$ cat src/rtl/uart_pkg.sv
// uart_pkg: shared UART widths and the tx feeder state encoding
package uart_pkg;
  localparam int UART_DATA_WIDTH = 8;
  typedef enum logic [1:0] {
    IDLE      = 2'd0,
    LAUNCH    = 2'd1,
    WAIT_BUSY = 2'd2,
    WAIT_DONE = 2'd3
  } ctrl_state_t;
endpackage

$ cat src/rtl/uart_tx_fifo_ctrl_if.sv
// uart_tx_fifo_ctrl_if: host/transmitter side signals of the tx FIFO controller
interface uart_tx_fifo_ctrl_if import uart_pkg::*; #(
  parameter int DATA_WIDTH = UART_DATA_WIDTH,
  parameter int DEPTH      = 16
);
  localparam int CNT_W = $clog2(DEPTH) + 1;
  logic                  wr_en;
  logic [DATA_WIDTH-1:0] wr_data;
  logic                  flush;
  logic                  tx_busy;
  logic                  tx_en;
  logic [DATA_WIDTH-1:0] tx_data;
  logic                  full;
  logic                  empty;
  logic [CNT_W-1:0]      count;
  logic                  overflow;
  modport master (output wr_en, wr_data, flush, tx_busy,
                  input  tx_en, tx_data, full, empty, count, overflow);
  modport slave  (input  wr_en, wr_data, flush, tx_busy,
                  output tx_en, tx_data, full, empty, count, overflow);
endinterface

$ cat src/rtl/uart_sync_fifo.sv
// uart_sync_fifo: synchronous FIFO with occupancy count, sticky overflow and flush
module uart_sync_fifo import uart_pkg::*; #(
  parameter int DATA_WIDTH = UART_DATA_WIDTH,
  parameter int DEPTH      = 16,
  localparam int AW        = $clog2(DEPTH),
  localparam int CNT_W     = AW + 1
) (
  input  logic                  tx_clk,
  input  logic                  rst,
  input  logic                  push,
  input  logic [DATA_WIDTH-1:0] wr_data,
  input  logic                  pop,
  input  logic                  flush,
  output logic [DATA_WIDTH-1:0] rd_data,
  output logic                  full,
  output logic                  empty,
  output logic [CNT_W-1:0]      count,
  output logic                  overflow
);
  logic [DATA_WIDTH-1:0] mem [DEPTH];
  logic [AW-1:0]         wr_ptr, rd_ptr;
  logic                  wr_ok, rd_ok;
  assign full    = count == CNT_W'(DEPTH);
  assign empty   = count == '0;
  assign wr_ok   = push && !full;
  assign rd_ok   = pop && !empty;
  assign rd_data = mem[rd_ptr];
  // pointers wrap naturally because DEPTH is a power of two
  always_ff @(posedge tx_clk or negedge rst)
    if (!rst) begin
      wr_ptr   <= '0;
      rd_ptr   <= '0;
      count    <= '0;
      overflow <= 1'b0;
    end else if (flush) begin
      wr_ptr   <= '0;
      rd_ptr   <= '0;
      count    <= '0;
      overflow <= 1'b0;
    end else begin
      wr_ptr   <= wr_ptr + AW'(wr_ok);
      rd_ptr   <= rd_ptr + AW'(rd_ok);
      count    <= count + CNT_W'(wr_ok) - CNT_W'(rd_ok);
      overflow <= overflow | (push && full);
    end
  always_ff @(posedge tx_clk)
    if (wr_ok && !flush) mem[wr_ptr] <= wr_data;
endmodule

$ cat src/rtl/uart_tx_fifo_ctrl.sv
// uart_tx_fifo_ctrl: buffers host bytes and launches them one at a time into the UART transmitter
module uart_tx_fifo_ctrl import uart_pkg::*; #(
  parameter int DATA_WIDTH = UART_DATA_WIDTH,
  parameter int DEPTH      = 16
) (
  input logic               tx_clk,
  input logic               rst,
  uart_tx_fifo_ctrl_if.slave bus
);
  ctrl_state_t           state_q, state_d;
  logic                  tx_en_q, tx_en_d, pop;
  logic [DATA_WIDTH-1:0] tx_data_q, tx_data_d, rd_data;
  uart_sync_fifo #(.DATA_WIDTH(DATA_WIDTH), .DEPTH(DEPTH)) u_fifo (
    .tx_clk   (tx_clk),
    .rst      (rst),
    .push     (bus.wr_en),
    .wr_data  (bus.wr_data),
    .pop      (pop),
    .flush    (bus.flush),
    .rd_data  (rd_data),
    .full     (bus.full),
    .empty    (bus.empty),
    .count    (bus.count),
    .overflow (bus.overflow)
  );
  always_ff @(posedge tx_clk or negedge rst)
    if (!rst) begin
      state_q   <= IDLE;
      tx_en_q   <= 1'b0;
      tx_data_q <= '0;
    end else begin
      state_q   <= state_d;
      tx_en_q   <= tx_en_d;
      tx_data_q <= tx_data_d;
    end
  // a launch coinciding with flush still happens; the fifo ignores the pop
  always_comb begin
    state_d   = state_q;
    tx_en_d   = 1'b0;
    tx_data_d = tx_data_q;
    pop       = 1'b0;
    case (state_q)
      IDLE:
        if (!bus.empty && !bus.tx_busy) begin
          tx_en_d   = 1'b1;
          tx_data_d = rd_data;
          pop       = 1'b1;
          state_d   = LAUNCH;
        end
      LAUNCH:    state_d = WAIT_BUSY;
      WAIT_BUSY: state_d = bus.tx_busy ? WAIT_DONE : WAIT_BUSY;
      WAIT_DONE: state_d = bus.tx_busy ? WAIT_DONE : IDLE;
      default:   state_d = IDLE;
    endcase
  end
  assign bus.tx_en   = tx_en_q;
  assign bus.tx_data = tx_data_q;
endmodule

$ cat src/flat_wrapper.sv
// flat-port wrapper written by rule: the top's interface ports become plain ports
module uart_tx_fifo_ctrl_flat import uart_pkg::*;
#(
  parameter int DATA_WIDTH = UART_DATA_WIDTH,
  parameter int DEPTH      = 16
)
  (tx_clk, rst, bus_wr_en, bus_wr_data, bus_flush, bus_tx_busy, bus_tx_en, bus_tx_data, bus_full, bus_empty, bus_count, bus_overflow);
  uart_tx_fifo_ctrl_if #(.DATA_WIDTH(DATA_WIDTH), .DEPTH(DEPTH)) bus_i ();
  input logic tx_clk;
  input logic rst;
  input wire logic [$bits(bus_i.wr_en)-1:0] bus_wr_en;
  input wire logic [$bits(bus_i.wr_data)-1:0] bus_wr_data;
  input wire logic [$bits(bus_i.flush)-1:0] bus_flush;
  input wire logic [$bits(bus_i.tx_busy)-1:0] bus_tx_busy;
  output wire logic [$bits(bus_i.tx_en)-1:0] bus_tx_en;
  output wire logic [$bits(bus_i.tx_data)-1:0] bus_tx_data;
  output wire logic [$bits(bus_i.full)-1:0] bus_full;
  output wire logic [$bits(bus_i.empty)-1:0] bus_empty;
  output wire logic [$bits(bus_i.count)-1:0] bus_count;
  output wire logic [$bits(bus_i.overflow)-1:0] bus_overflow;
  assign bus_i.wr_en = bus_wr_en;
  assign bus_i.wr_data = bus_wr_data;
  assign bus_i.flush = bus_flush;
  assign bus_i.tx_busy = bus_tx_busy;
  assign bus_tx_en = bus_i.tx_en;
  assign bus_tx_data = bus_i.tx_data;
  assign bus_full = bus_i.full;
  assign bus_empty = bus_i.empty;
  assign bus_count = bus_i.count;
  assign bus_overflow = bus_i.overflow;
  uart_tx_fifo_ctrl #(.DATA_WIDTH(DATA_WIDTH), .DEPTH(DEPTH)) u_core (.tx_clk(tx_clk), .rst(rst), .bus(bus_i));
endmodule
$ cat config.mk
export PLATFORM = sky130hd
export DESIGN_NAME = uart_tx_fifo_ctrl_flat
export DESIGN_NICKNAME = d
export VERILOG_FILES = /design/src/rtl/uart_pkg.sv /design/src/rtl/uart_tx_fifo_ctrl_if.sv /design/src/rtl/uart_sync_fifo.sv /design/src/rtl/uart_tx_fifo_ctrl.sv /design/src/flat_wrapper.sv
export SDC_FILE = /design/constraint.sdc
export NUM_CORES = 1
export LEC_CHECK = 0
export CAP_MARGIN = 5
export CORE_MARGIN = 5
export CORE_UTILIZATION = 63
export DETAILED_ROUTE_END_ITERATION = 7
export DONT_BUFFER_PORTS = 1
export HOLD_SLACK_MARGIN = 0.06
export PLACE_DENSITY_LB_ADDON = 0.08
export SETUP_SLACK_MARGIN = 0.02
export SLEW_MARGIN = 5
export SYNTH_ARGS = -nofsm -noshare
export SYNTH_HDL_FRONTEND = slang
export SYNTH_HIERARCHICAL = 1
export SYNTH_SLANG_ARGS = --single-unit
export TNS_END_PERCENT = 30
$ cat constraint.sdc
create_clock -name tx_clk -period 4.1 [get_ports tx_clk]
set_clock_uncertainty 0.15 [all_clocks]
set_input_delay 0.615 -clock tx_clk [delete_from_list [all_inputs] [get_ports tx_clk]]
set_output_delay 0.615 -clock tx_clk [all_outputs]
set_load 0.03 [all_outputs]
Word level (Yosys, flattened, before mapping)
Memories as Yosys holds them, arrays and structs flattened. A register that Yosys moved wholly into a read port is not among the register bits.
Cells that the tools add are included.
{"block": "totals", "reg_bits": 17, "word_cells": 42, "ram_bits": 128, "n_memories": 1}
{"block": "classes", "muxes": 12, "n_bitwise": 1, "reduce_logical": 13, "addsub": 4, "n_eq_ne": 5}
{"memory": "u_core.u_fifo.mem", "words": 16, "word_bits": 8, "rd": 1, "rd_ports_with_merged_regs": 1, "write_ports": 1, "line": "uart_sync_fifo.sv:20", "rtl": "logic [DATA_WIDTH-1:0] mem [DEPTH];"}
{"cell": "$add A4 B1 Y4", "count": 2}
{"cell": "$mux W4", "count": 2}
{"cell": "$pmux W2 S4", "count": 1}
{"cell": "$mux W1", "count": 6}
{"cell": "$add A5 B1 Y5", "count": 1}
{"cell": "$eq A5 B5 Y1 const B", "count": 1}
{"cell": "$logic_and A1 B1 Y1", "count": 5}
{"cell": "$logic_not A1 Y1", "count": 5}
{"cell": "$logic_not A5 Y1", "count": 1}
{"cell": "$mux W5", "count": 1}
{"cell": "$sub A5 B1 Y5", "count": 1}
{"cell": "$eq A2 B2 Y1 const B", "count": 2}
{"cell": "$mux W2", "count": 2}
{"cell": "$eq A2 B1 Y1 const B", "count": 1}
{"cell": "$logic_not A2 Y1", "count": 1}
{"cell": "$ne A2 B1 Y1 const B", "count": 1}
{"cell": "$reduce_and A2 Y1", "count": 1}
{"cell": "$or A1 B1 Y1", "count": 1}

Depth between registers and ports, before layout
Gate-level depths: netlist (run 1).
{"block": "logic_depth", "ltp_word": 8, "ltp_mapped": 14, "ltp_nobuf": 14}

Hierarchy
Netlist (run 1), hierarchy kept.
{"module": "uart_sync_fifo", "cells_per_inst": 294, "instances": 1, "seq_area_each_um2": 4194.0, "area_per_inst_um2": 5783.0}
{"module": "uart_tx_fifo_ctrl", "cells_per_inst": 24, "instances": 1, "seq_area_each_um2": 275.3, "area_per_inst_um2": 410.4}

Least setup slack after synthesis (run 1)
OpenSTA, ideal clock, no wires.
{"block": "synth_timing", "path_kind": "reg2reg", "startpoint": "reg u_core.u_fifo.count[3]", "endpoint": "reg u_core.u_fifo.count[4]", "arrival_time_ps": 3870, "synth_period_minus_slack_ps": 4156, "path_slack_ps": -56, "setup_ps": 135, "required_time_ps": 3815, "path_buffers": 0, "stages_incl_launch_ff": 15, "path_cell_list": "dfrtp_1 inv_1 ha_1 nor4b_1 nor4_4 nor2b_1 ha_1 inv_1 ha_1 inv_1 fa_1 nor2b_1 o21bai_1 a21oi_1 nor3b_1"}
{"block": "synth_via", "elab_chain_len": 8, "elab_cells_between_ends": 12}
{"item": "start: declaration", "line": "uart_sync_fifo.sv:17", "rtl": "output logic [CNT_W-1:0] count,"}
{"item": "start signal: assignment", "line": "uart_sync_fifo.sv:43", "rtl": "count <= count + CNT_W'(wr_ok) - CNT_W'(rd_ok);"}
{"item": "$logic_not A5 Y1", "line": "uart_sync_fifo.sv:24", "rtl": "assign empty = count == '0;"}
{"item": "via bus_empty", "line": "flat_wrapper.sv:18", "rtl": "output wire logic [$bits(bus_i.empty)-1:0] bus_empty;"}
{"item": "$logic_not A1 Y1", "line": "uart_tx_fifo_ctrl.sv:44", "rtl": "if (!bus.empty && !bus.tx_busy) begin"}
{"item": "$logic_and A1 B1 Y1", "line": "uart_tx_fifo_ctrl.sv:44"}
{"item": "$mux W1", "line": "uart_tx_fifo_ctrl.sv:44"}
{"item": "$mux W1", "line": "uart_tx_fifo_ctrl.sv:42", "rtl": "case (state_q)"}
{"item": "via u_core.pop", "line": "uart_tx_fifo_ctrl.sv:11", "rtl": "logic tx_en_q, tx_en_d, pop;"}
{"item": "$logic_and A1 B1 Y1", "line": "uart_sync_fifo.sv:26", "rtl": "assign rd_ok = pop && !empty;"}
{"item": "$sub A5 B1 Y5", "line": "uart_sync_fifo.sv:43"}
{"item": "$mux W5", "line": "uart_sync_fifo.sv:35", "rtl": "end else if (flush) begin"}
The timed path passes the listed nets, and every way through them passes these cells.
A chain may end at the register's enable or synchronous reset.

Worst setup path after layout (run 1)
{"block": "layout_timing", "startpoint": "reg u_core.u_fifo.count[2]", "endpoint": "reg u_core.u_fifo.count[4]"}
{"block": "layout_via", "elab_cells_between_ends": 12}
{"item": "$eq A5 B5 Y1", "line": "uart_sync_fifo.sv:23", "rtl": "assign full = count == CNT_W'(DEPTH);"}
{"item": "via bus_full", "line": "flat_wrapper.sv:17", "rtl": "output wire logic [$bits(bus_i.full)-1:0] bus_full;"}
{"item": "$logic_not A1 Y1", "line": "uart_sync_fifo.sv:25", "rtl": "assign wr_ok = push && !full;"}
{"item": "$logic_and A1 B1 Y1", "line": "uart_sync_fifo.sv:25"}
{"item": "$add A5 B1 Y5", "line": "uart_sync_fifo.sv:43"}
{"item": "$sub A5 B1 Y5", "line": "uart_sync_fifo.sv:43"}
{"item": "$mux W5", "line": "uart_sync_fifo.sv:35"}
The timed path passes the listed nets, and every way through them passes these cells.

==> results of run 1 <==
==> metal layers <==
| layer | vias up | track usage |
|---|---|---|
| li1 | 1329 | - |
| met1 | 1552 | 0.292 |
| met2 | 75 | 0.330 |
| met3 | 9 | 0.0391 |
| met4 | 0 | 0.0703 |
| met5 | - | 0 |
==> power by group through the flow <==
stage                     logic, mW  clock network (mW)  registers, mW
after floorplan               0.418                   0           2.01
after detailed placement      0.475                   0           2.06
final                         0.511                1.47           2.03
after CTS                     0.515                1.49           2.03
after global routing          0.566                1.56           2.04
after global placement        0.466                   0           2.06
==> area by class of cell <==
cell class                 count  area [µm²]  share of cell area
inverter                       8        30.0             0.00427
clock inverter                 6        30.0             0.00427
antenna                        1        2.50            0.000356
multi-input combinational    143        1580               0.224
tap                          133         166              0.0237
clock buffer                  26         552              0.0785
timing repair buffer          22         203              0.0288
sequential                   153        4470               0.636
==> logic make-up after synthesis <==
| kind of cell | Yosys count | synth area share |
|---|---|---|
| adder cells (fa/ha/maj) | 11 | 0.0234 |
| XOR/XNOR | 6 | 0.00849 |
| AND/OR/NAND/NOR | 63 | 0.0545 |
| buffers and inverters | 22 | 0.0248 |
| multiplexers | 40 | 0.141 |
| flip-flops | 153 | 0.722 |
| AO/OA/AOI/OAI | 23 | 0.0265 |
==> state kept, by name (all words and copies together) (netlist names) <==
| register | flops |
|---|---|
| u_core/u_fifo/wr_ptr | 4 |
| u_core/u_fifo/rd_ptr | 4 |
| u_core/u_fifo/overflow | 1 |
| u_core/u_fifo/mem | 128 |
| u_core/u_fifo/count | 5 |
| u_core/bus.tx_data | 8 |
| u_core/state_q | 2 |
| u_core/bus.tx_en | 1 |
==> stage by stage <==
step	setup slack [ns]	utilization	std cells	power (mW)	cell area, µm²
after floorplan	0.615	-	318	2.43	6200
after global placement	1.04	0.653	448	2.53	6330
after detailed placement	0.935	0.653	448	2.54	6330
after CTS	0.861	0.726	491	4.03	7030
after global routing	0.657	0.726	491	4.17	7030
final	0.855	0.726	492	4.00	7030
==> worst paths after layout <==
path                                         from                       to  depth (start not counted)
max                        u_core/u_fifo/count[2]   u_core/u_fifo/count[4]                         14
min                                   bus_tx_busy        u_core/state_q[0]                          1
max reg2reg                u_core/u_fifo/count[2]   u_core/u_fifo/count[4]                         14
min reg2reg                     u_core/state_q[0]        u_core/state_q[1]                          1
max in group asynchronous                     rst  u_core/u_fifo/rd_ptr[1]                          2
min in group asynchronous                     rst    u_core/bus.tx_data[0]                          2
==> cell usage after synthesis, drive strengths merged (3+ instances only) <==
library cell / instances / area, µm²
xnor2: 3 / 26.3
edfxtp: 128 / 3840
nor2: 22 / 82.6
ha: 10 / 125
xor2: 3 / 26.3
nand3: 4 / 20.0
dfrtp: 25 / 626
nor3: 5 / 25.0
nand2: 10 / 37.5
clkdlybuf4s25: 3 / 30.0
a21oi: 4 / 20.0
a22oi: 16 / 120
nor2b: 11 / 68.8
mux4: 32 / 781
inv: 8 / 30.0
mux2: 8 / 90.1
buf: 9 / 86.3
==> worst max-delay path, cell delays in order, from the launching register on <==
cell and delay [ns]:
dfrtp_1 0.54, inv_1 0.13, ha_1 0.25, and4bb_2 0.34, nor2b_1 0.21, inv_1 0.07
ha_1 0.29, inv_1 0.05, ha_1 0.15, inv_1 0.05, fa_1 0.38, nor2b_1 0.16
o21bai_1 0.10, nand3_1 0.09, nor3b_1 0.18
==> results.md, run 1 <==
- The half-perimeter wire length after placement is 7060 µm.
- The leakage dissipation is 2.42 nW.
- The synthesized netlist contains 35 unique library cells.
- The flow ran to the end, and the final reports show no timing, DRC or antenna violations.
- The critical path in this run is classified as register to register.
- The number of slew-limit violations in the final report is 0.
- Along the worst path, the maximum fanout reaches 4.
- The routed wire length on met2 is 5600 µm.
- In this run, CTS created clock tree buffers numbering 17.
- For this run, the detailed router's first-pass iteration total came to 4.
- The nature of the critical path endpoint is a register.
- After detailed routing, the average wire length per cell comes to 22.8 µm.
- The number of post-CTS setup repair buffers is 0.
- The cell area power density is 569 nW/µm².
- VDD sags by at most 0.325 mV.
- The y dimension of the die is 109 µm.
- The die outline area is 11900 µm².
- The worst max-slew margin expressed relative to the limit is 0.381.
- The detail route stage leaves a number of antenna-violating nets equal to 0.
- The initial utilization of the core area, before any placement, comes to 0.640.
- The setup-violating endpoint count in the final report is 0.
- The number of enable flip-flop cells after synthesis is 128.
- Dividing the synthesized area by the synthesized cell count gives 19.5 µm².
- The detailed router put a total of 4930 µm of wire on met1.
- The register share of total power is 0.506.
- Of all flip-flops after synthesis, the portion carrying an async set or reset was 0.163.
- The share of final-layout standard cells stronger than drive strength 1 is 0.204.
- The clock-pin slew on the worst setup and hold paths is 0.06 ns.
- The class of the tightest hold or removal check is primary input to register.
- The root buffer cell chosen for the clock tree is clkbuf_8.
- The number of nets in the final layout is 369.
- The maximum count of clock buffers along a single path is 2.
- At the pin with the least slew margin, the transition time is 0.925 ns.
- The cell area after technology mapping is 6190 µm².
- For this run, the total global-route usage over all layers was measured as 0.207.
- The critical path data required time is 4.37 ns.
- The congestion estimate from routability-driven global placement came to 0.742.
- The worst path arrival time is 3.52 ns.
- From synthesis to final layout, the design area changed by 13.5%.
- The average vias per placed instance is 6.03.
- The clock share of power is 0.366.
- The instance count of the mapped netlist is 318.
- The largest net degree at the start of global routing is 35.
- Based on the critical path, the design can be clocked at up to 308 MHz.
- The most common cell after layout, fill and taps aside is edfxtp_1.
- After floorplanning, the core was sized to cover 9680 µm².
- The number of gates resized after CTS is 0.
- In the routed design, unresolved DRC markers number 0.
- The clock tree synthesis step divided the H-tree into 4 levels.
- The count of filler cells inserted in the layout is 579.
- For this design the total switching power over the nets is 1.04 mW.
- The switching share of total power is 0.260.
- Setup slack on the worst reg-to-reg path comes out at 0.86 ns.
- The DRC marker count from the first detailed-route iteration is 202.
- The total negative slack is 0 ns.
- Across all hold checks on the routed design, the worst slack comes to 0.0813 ns.
- The hold violation count in the final report was 0.
- The number of antenna violations at the first check in global routing is 0.
- Of the total power, combinational logic draws 0.128.
- The internal power of the cells totals 2.96 mW.
- In the synthesized netlist the dominant register cell turns out to be edfxtp_1.
- In this run the count of I/O pins placed on the die edge is 30.
- Setup repair after global routing left no endpoint under its margin.
- The share of the yosys chip area belonging to registers is 0.722.
- The clock net sink count is 153.
- The number of global-route vias before repair is 3045.
- The final period demand of the worst path is 3.24 ns.
- For this block, the routed nets add up to 11200 µm of wire.
- The post-synth net total is 342.
- The die is 109 µm wide.
- The count of synthesis-stage warnings from yosys is 6.
- The count of input and output buffers is 0.
- The routed wire length on met3 is 591 µm.
- The worst setup path is launched from a register.
- After global routing the overflow that remains totals 0.
- After clock tree synthesis, the flow added hold-fix buffers numbering 11.
- The first-pass GRT wire length is 17300 µm.
- The total of max-cap violations is 0.
- The share of the clock period used by the worst path is 0.791.
- The synthesis-stage register bit count is 153.
- TritonCTS built the clock tree.
- The floorplan has 36 rows.
- Signal routing reaches up to met4.
- At the later pin of the worst-skew pair, clock insertion delay measures 0.51 ns.
- In the layout the commonest cells are edfxtp_1 (128), dfrtp_1 (23), nor2_1 (22).
- For this block, the via count after detailed routing is 2965.
Power figures use the tool's default switching activity.
==> run 2: changes to the inputs <==
--- a/config.mk
+++ b/config.mk
@@ -7,7 +7,7 @@
 export LEC_CHECK = 0
 export CAP_MARGIN = 5
 export CORE_MARGIN = 5
-export CORE_UTILIZATION = 63
+export CORE_UTILIZATION = 57
 export DETAILED_ROUTE_END_ITERATION = 7
 export DONT_BUFFER_PORTS = 1
 export HOLD_SLACK_MARGIN = 0.06
==> constraint.sdc (replaced) <==
create_clock -name tx_clk -period 2.7 [get_ports tx_clk]
set_clock_uncertainty 0.15 [all_clocks]
set_input_delay 0.405 -clock tx_clk [delete_from_list [all_inputs] [get_ports tx_clk]]
set_output_delay 0.405 -clock tx_clk [all_outputs]
set_load 0.03 [all_outputs]
==> run 2 against run 1 <==
  * First-iteration DRC count up 53%
  * Sequential power up 47%
  * Critical endpoint unchanged
  * Largest cell class unchanged
  * Cell count up 6.5%
  * Non-clock buffer count up 26
  * Flip-flop and latch count unchanged
==> results.md, run 2 (synthesis results as in run 1) <==
- The flow ran to the end, and the final reports show no timing, DRC or antenna violations.
- The library cell used most frequently in the layout, excluding fill and tap cells, is edfxtp_1.
- Of the available clock period, the critical path in the final layout requires 0.986.
- The number of nets in the final layout is 395.
- The post-route antenna net violation count is 0.
- The path class of the tightest hold or removal check is primary input to async pin.
- The number of iterations in the first detailed-routing pass is 4.
- The average vias per placed instance is 5.78.
- The first-pass GRT wire length is 18400 µm.
- The cell area after layout is 7340 µm².
- The horizontal die dimension is 114 µm.
- The flip-flop count of the largest register, all copies and words added is 128.
- Summing all placed instances gives a cell area of 6570 µm².
- The worst path arrival time is 2.90 ns.
- The number of slew-limit violations in the final report came to 0.
- The internal cell power is 4.69 mW.
- Dividing total power by cell area gives a power density of 876 nW/µm².
- STA classifies the critical path endpoint as a register.
- The core footprint is 10700 µm².
- The setup-violating endpoint count in the final report is 0.
- The hold violation count in the final report is 0.
- The detailed-route via count is 3028.
- The floorplan step set the die height to 114 µm.
- The largest voltage drop on the vdd net is 0.561 mV.
- The share of total power dissipated in combinational logic is 0.173.
- The initial utilization of the core area, before any placement, comes to 0.576.
- Along the worst path, the maximum fanout reaches 2.
- Of the total power, the clock network draws 0.364.
- The critical path data required time is 2.94 ns.
- Tracing the worst setup path back leads to its startpoint at u_core/u_fifo/count[3].
- The total of max-cap violations is 0.
- The H-tree was split into 4 levels.
- The launching point of the worst reg2reg path is u_core/u_fifo/count[3].
- The number of antenna violations at the first check in global routing is 1.
- The count of input and output buffers is 0.
- The final wirelength is 11700 µm.
- CTS saw 153 sinks.
- Setup repair after global routing could not meet its margin everywhere.
- The total I/O pin count is 30.
- After detailed routing, the average wire length per cell comes to 22.2 µm.
- After legalization and detailed placement, the total HPWL measured 7190 µm.
- In the layout the commonest cells are edfxtp_1 (128), buf_4 (33), nor2_1 (22), dfrtp_1 (22).
- The largest net degree at the start of global routing is 35.
- The floorplan has 38 rows.
- The share of final-layout standard cells stronger than drive strength 1 is 0.286.
- The area growth from synthesis to layout is 18.6%.
- The CTS buffer count is 17.
- Ranked by flip-flop count, first place goes to u_core/u_fifo/mem.
- The maximum count of clock buffers along a single path is 2.
- The final period demand of the worst path is 2.66 ns.
- The analysis attributes to net switching a power of 1.75 mW.
- The clock root buffer is clkbuf_8.
- The worst max-slew margin expressed relative to the limit is 0.535.
- The total overflow left after global routing is 0.
- The maximum clock frequency is 376 MHz.
- The category of the worst setup path launch point is a register.
- The TritonCTS clock tree is built.
- The antenna diode count is 0.
- At the end of routability-driven placement, the weighted congestion stood at 0.826.
- The final routed DRC violation total is 0.
- The transition time at the pin with the least slew margin is 0.696 ns.
- The number of placed cells counting well taps is 476.
- The DRC marker count from the first detailed-route iteration is 310.
- For this run, the share of the core covered by cells in the final layout is 0.683.
- The type of the worst setup path is register to register.
- The floorplan step defined a die boundary enclosing 13100 µm².
- For the final routed database, the setup TNS stands at 0 ns.
- The number of global-route vias before repair is 3190.
- Once layout is complete, the cells apart from fillers number 524.
- The global-route usage over all layers is 0.195.
- The share of total power dissipated in sequential elements is 0.463.
- The clock-pin slew on the worst setup and hold paths is 0.07 ns.
- At the later pin of the worst-skew pair, clock insertion delay measures 0.52 ns.
- The completed layout was analyzed and its total power is 6.43 mW.
- The leakage dissipation is 2.54 nW.
- The switching share of total power is 0.271.
## run 2: area by class of cell
type / instances / area [µm²]
Tap cell: 140 / 175
Clock inverter: 14 / 175
Sequential cell: 153 / 4470
Inverter: 8 / 30.0
Fill cell: 714 / 3400
Multi-Input combinational cell: 143 / 1640
Timing Repair Buffer: 48 / 428
Clock buffer: 18 / 418
## run 2: critical path, cell delays in order, from the launching register on
cell and delay [ns]:
dfrtp_2 0.41, inv_2 0.08, ha_4 0.13, nor4b_4 0.27, buf_4 0.19, nor2b_4 0.05
ha_4 0.20, inv_2 0.06, ha_4 0.12, inv_2 0.04, fa_2 0.35, nor2b_2 0.13
o21bai_1 0.11, a21oi_1 0.17, nor3b_2 0.06
## run 2: final timing paths
check / to / slack, ns / cells after the start
min reg2reg: u_core/state_q[1] / 0.38 / 1
max: u_core/u_fifo/count[4] / 0.04 / 14
min in group tx_clk: u_core/u_fifo/wr_ptr[0] / 0.29 / 4
max reg2reg: u_core/u_fifo/count[4] / 0.04 / 14
min: u_core/bus.tx_data[4] / 0.16 / 2
max in group asynchronous: u_core/u_fifo/count[2] / 2.06 / 2
## run 2: stage by stage
stage                     setup WS, ns  hold WS, ns
after floorplan                 -0.366      -0.0406
after global placement           0.133      -0.0400
after detailed placement        0.0741      -0.0399
after CTS                       0.0315        0.133
after global routing           -0.0806        0.177
final                           0.0384        0.162
## run 2: power by group through the flow
stage,registers (mW),clock network (mW),logic [mW]
after floorplan,3.06,0,0.688
after global placement,3.02,0,0.989
after detailed placement,3.03,0,1.00
after CTS,2.98,2.38,1.07
after global routing,2.99,2.50,1.21
final,2.98,2.34,1.11
## run 2: timing repair
action | CTS | global route
gates resized for setup | 0 | 4
setup endpoints to repair | 0 | 1
hold buffers | 13 | 0
hold endpoints to repair | 170 | 0
setup buffers | 0 | 3
## run 2: metal layers
metal  wire [µm]  vias up  track usage
met5          13        -            0
met4         127        2       0.0594
met3         709       13       0.0481
met2        5660       75        0.294
met1        5150     1562        0.286
li1            -     1376            -
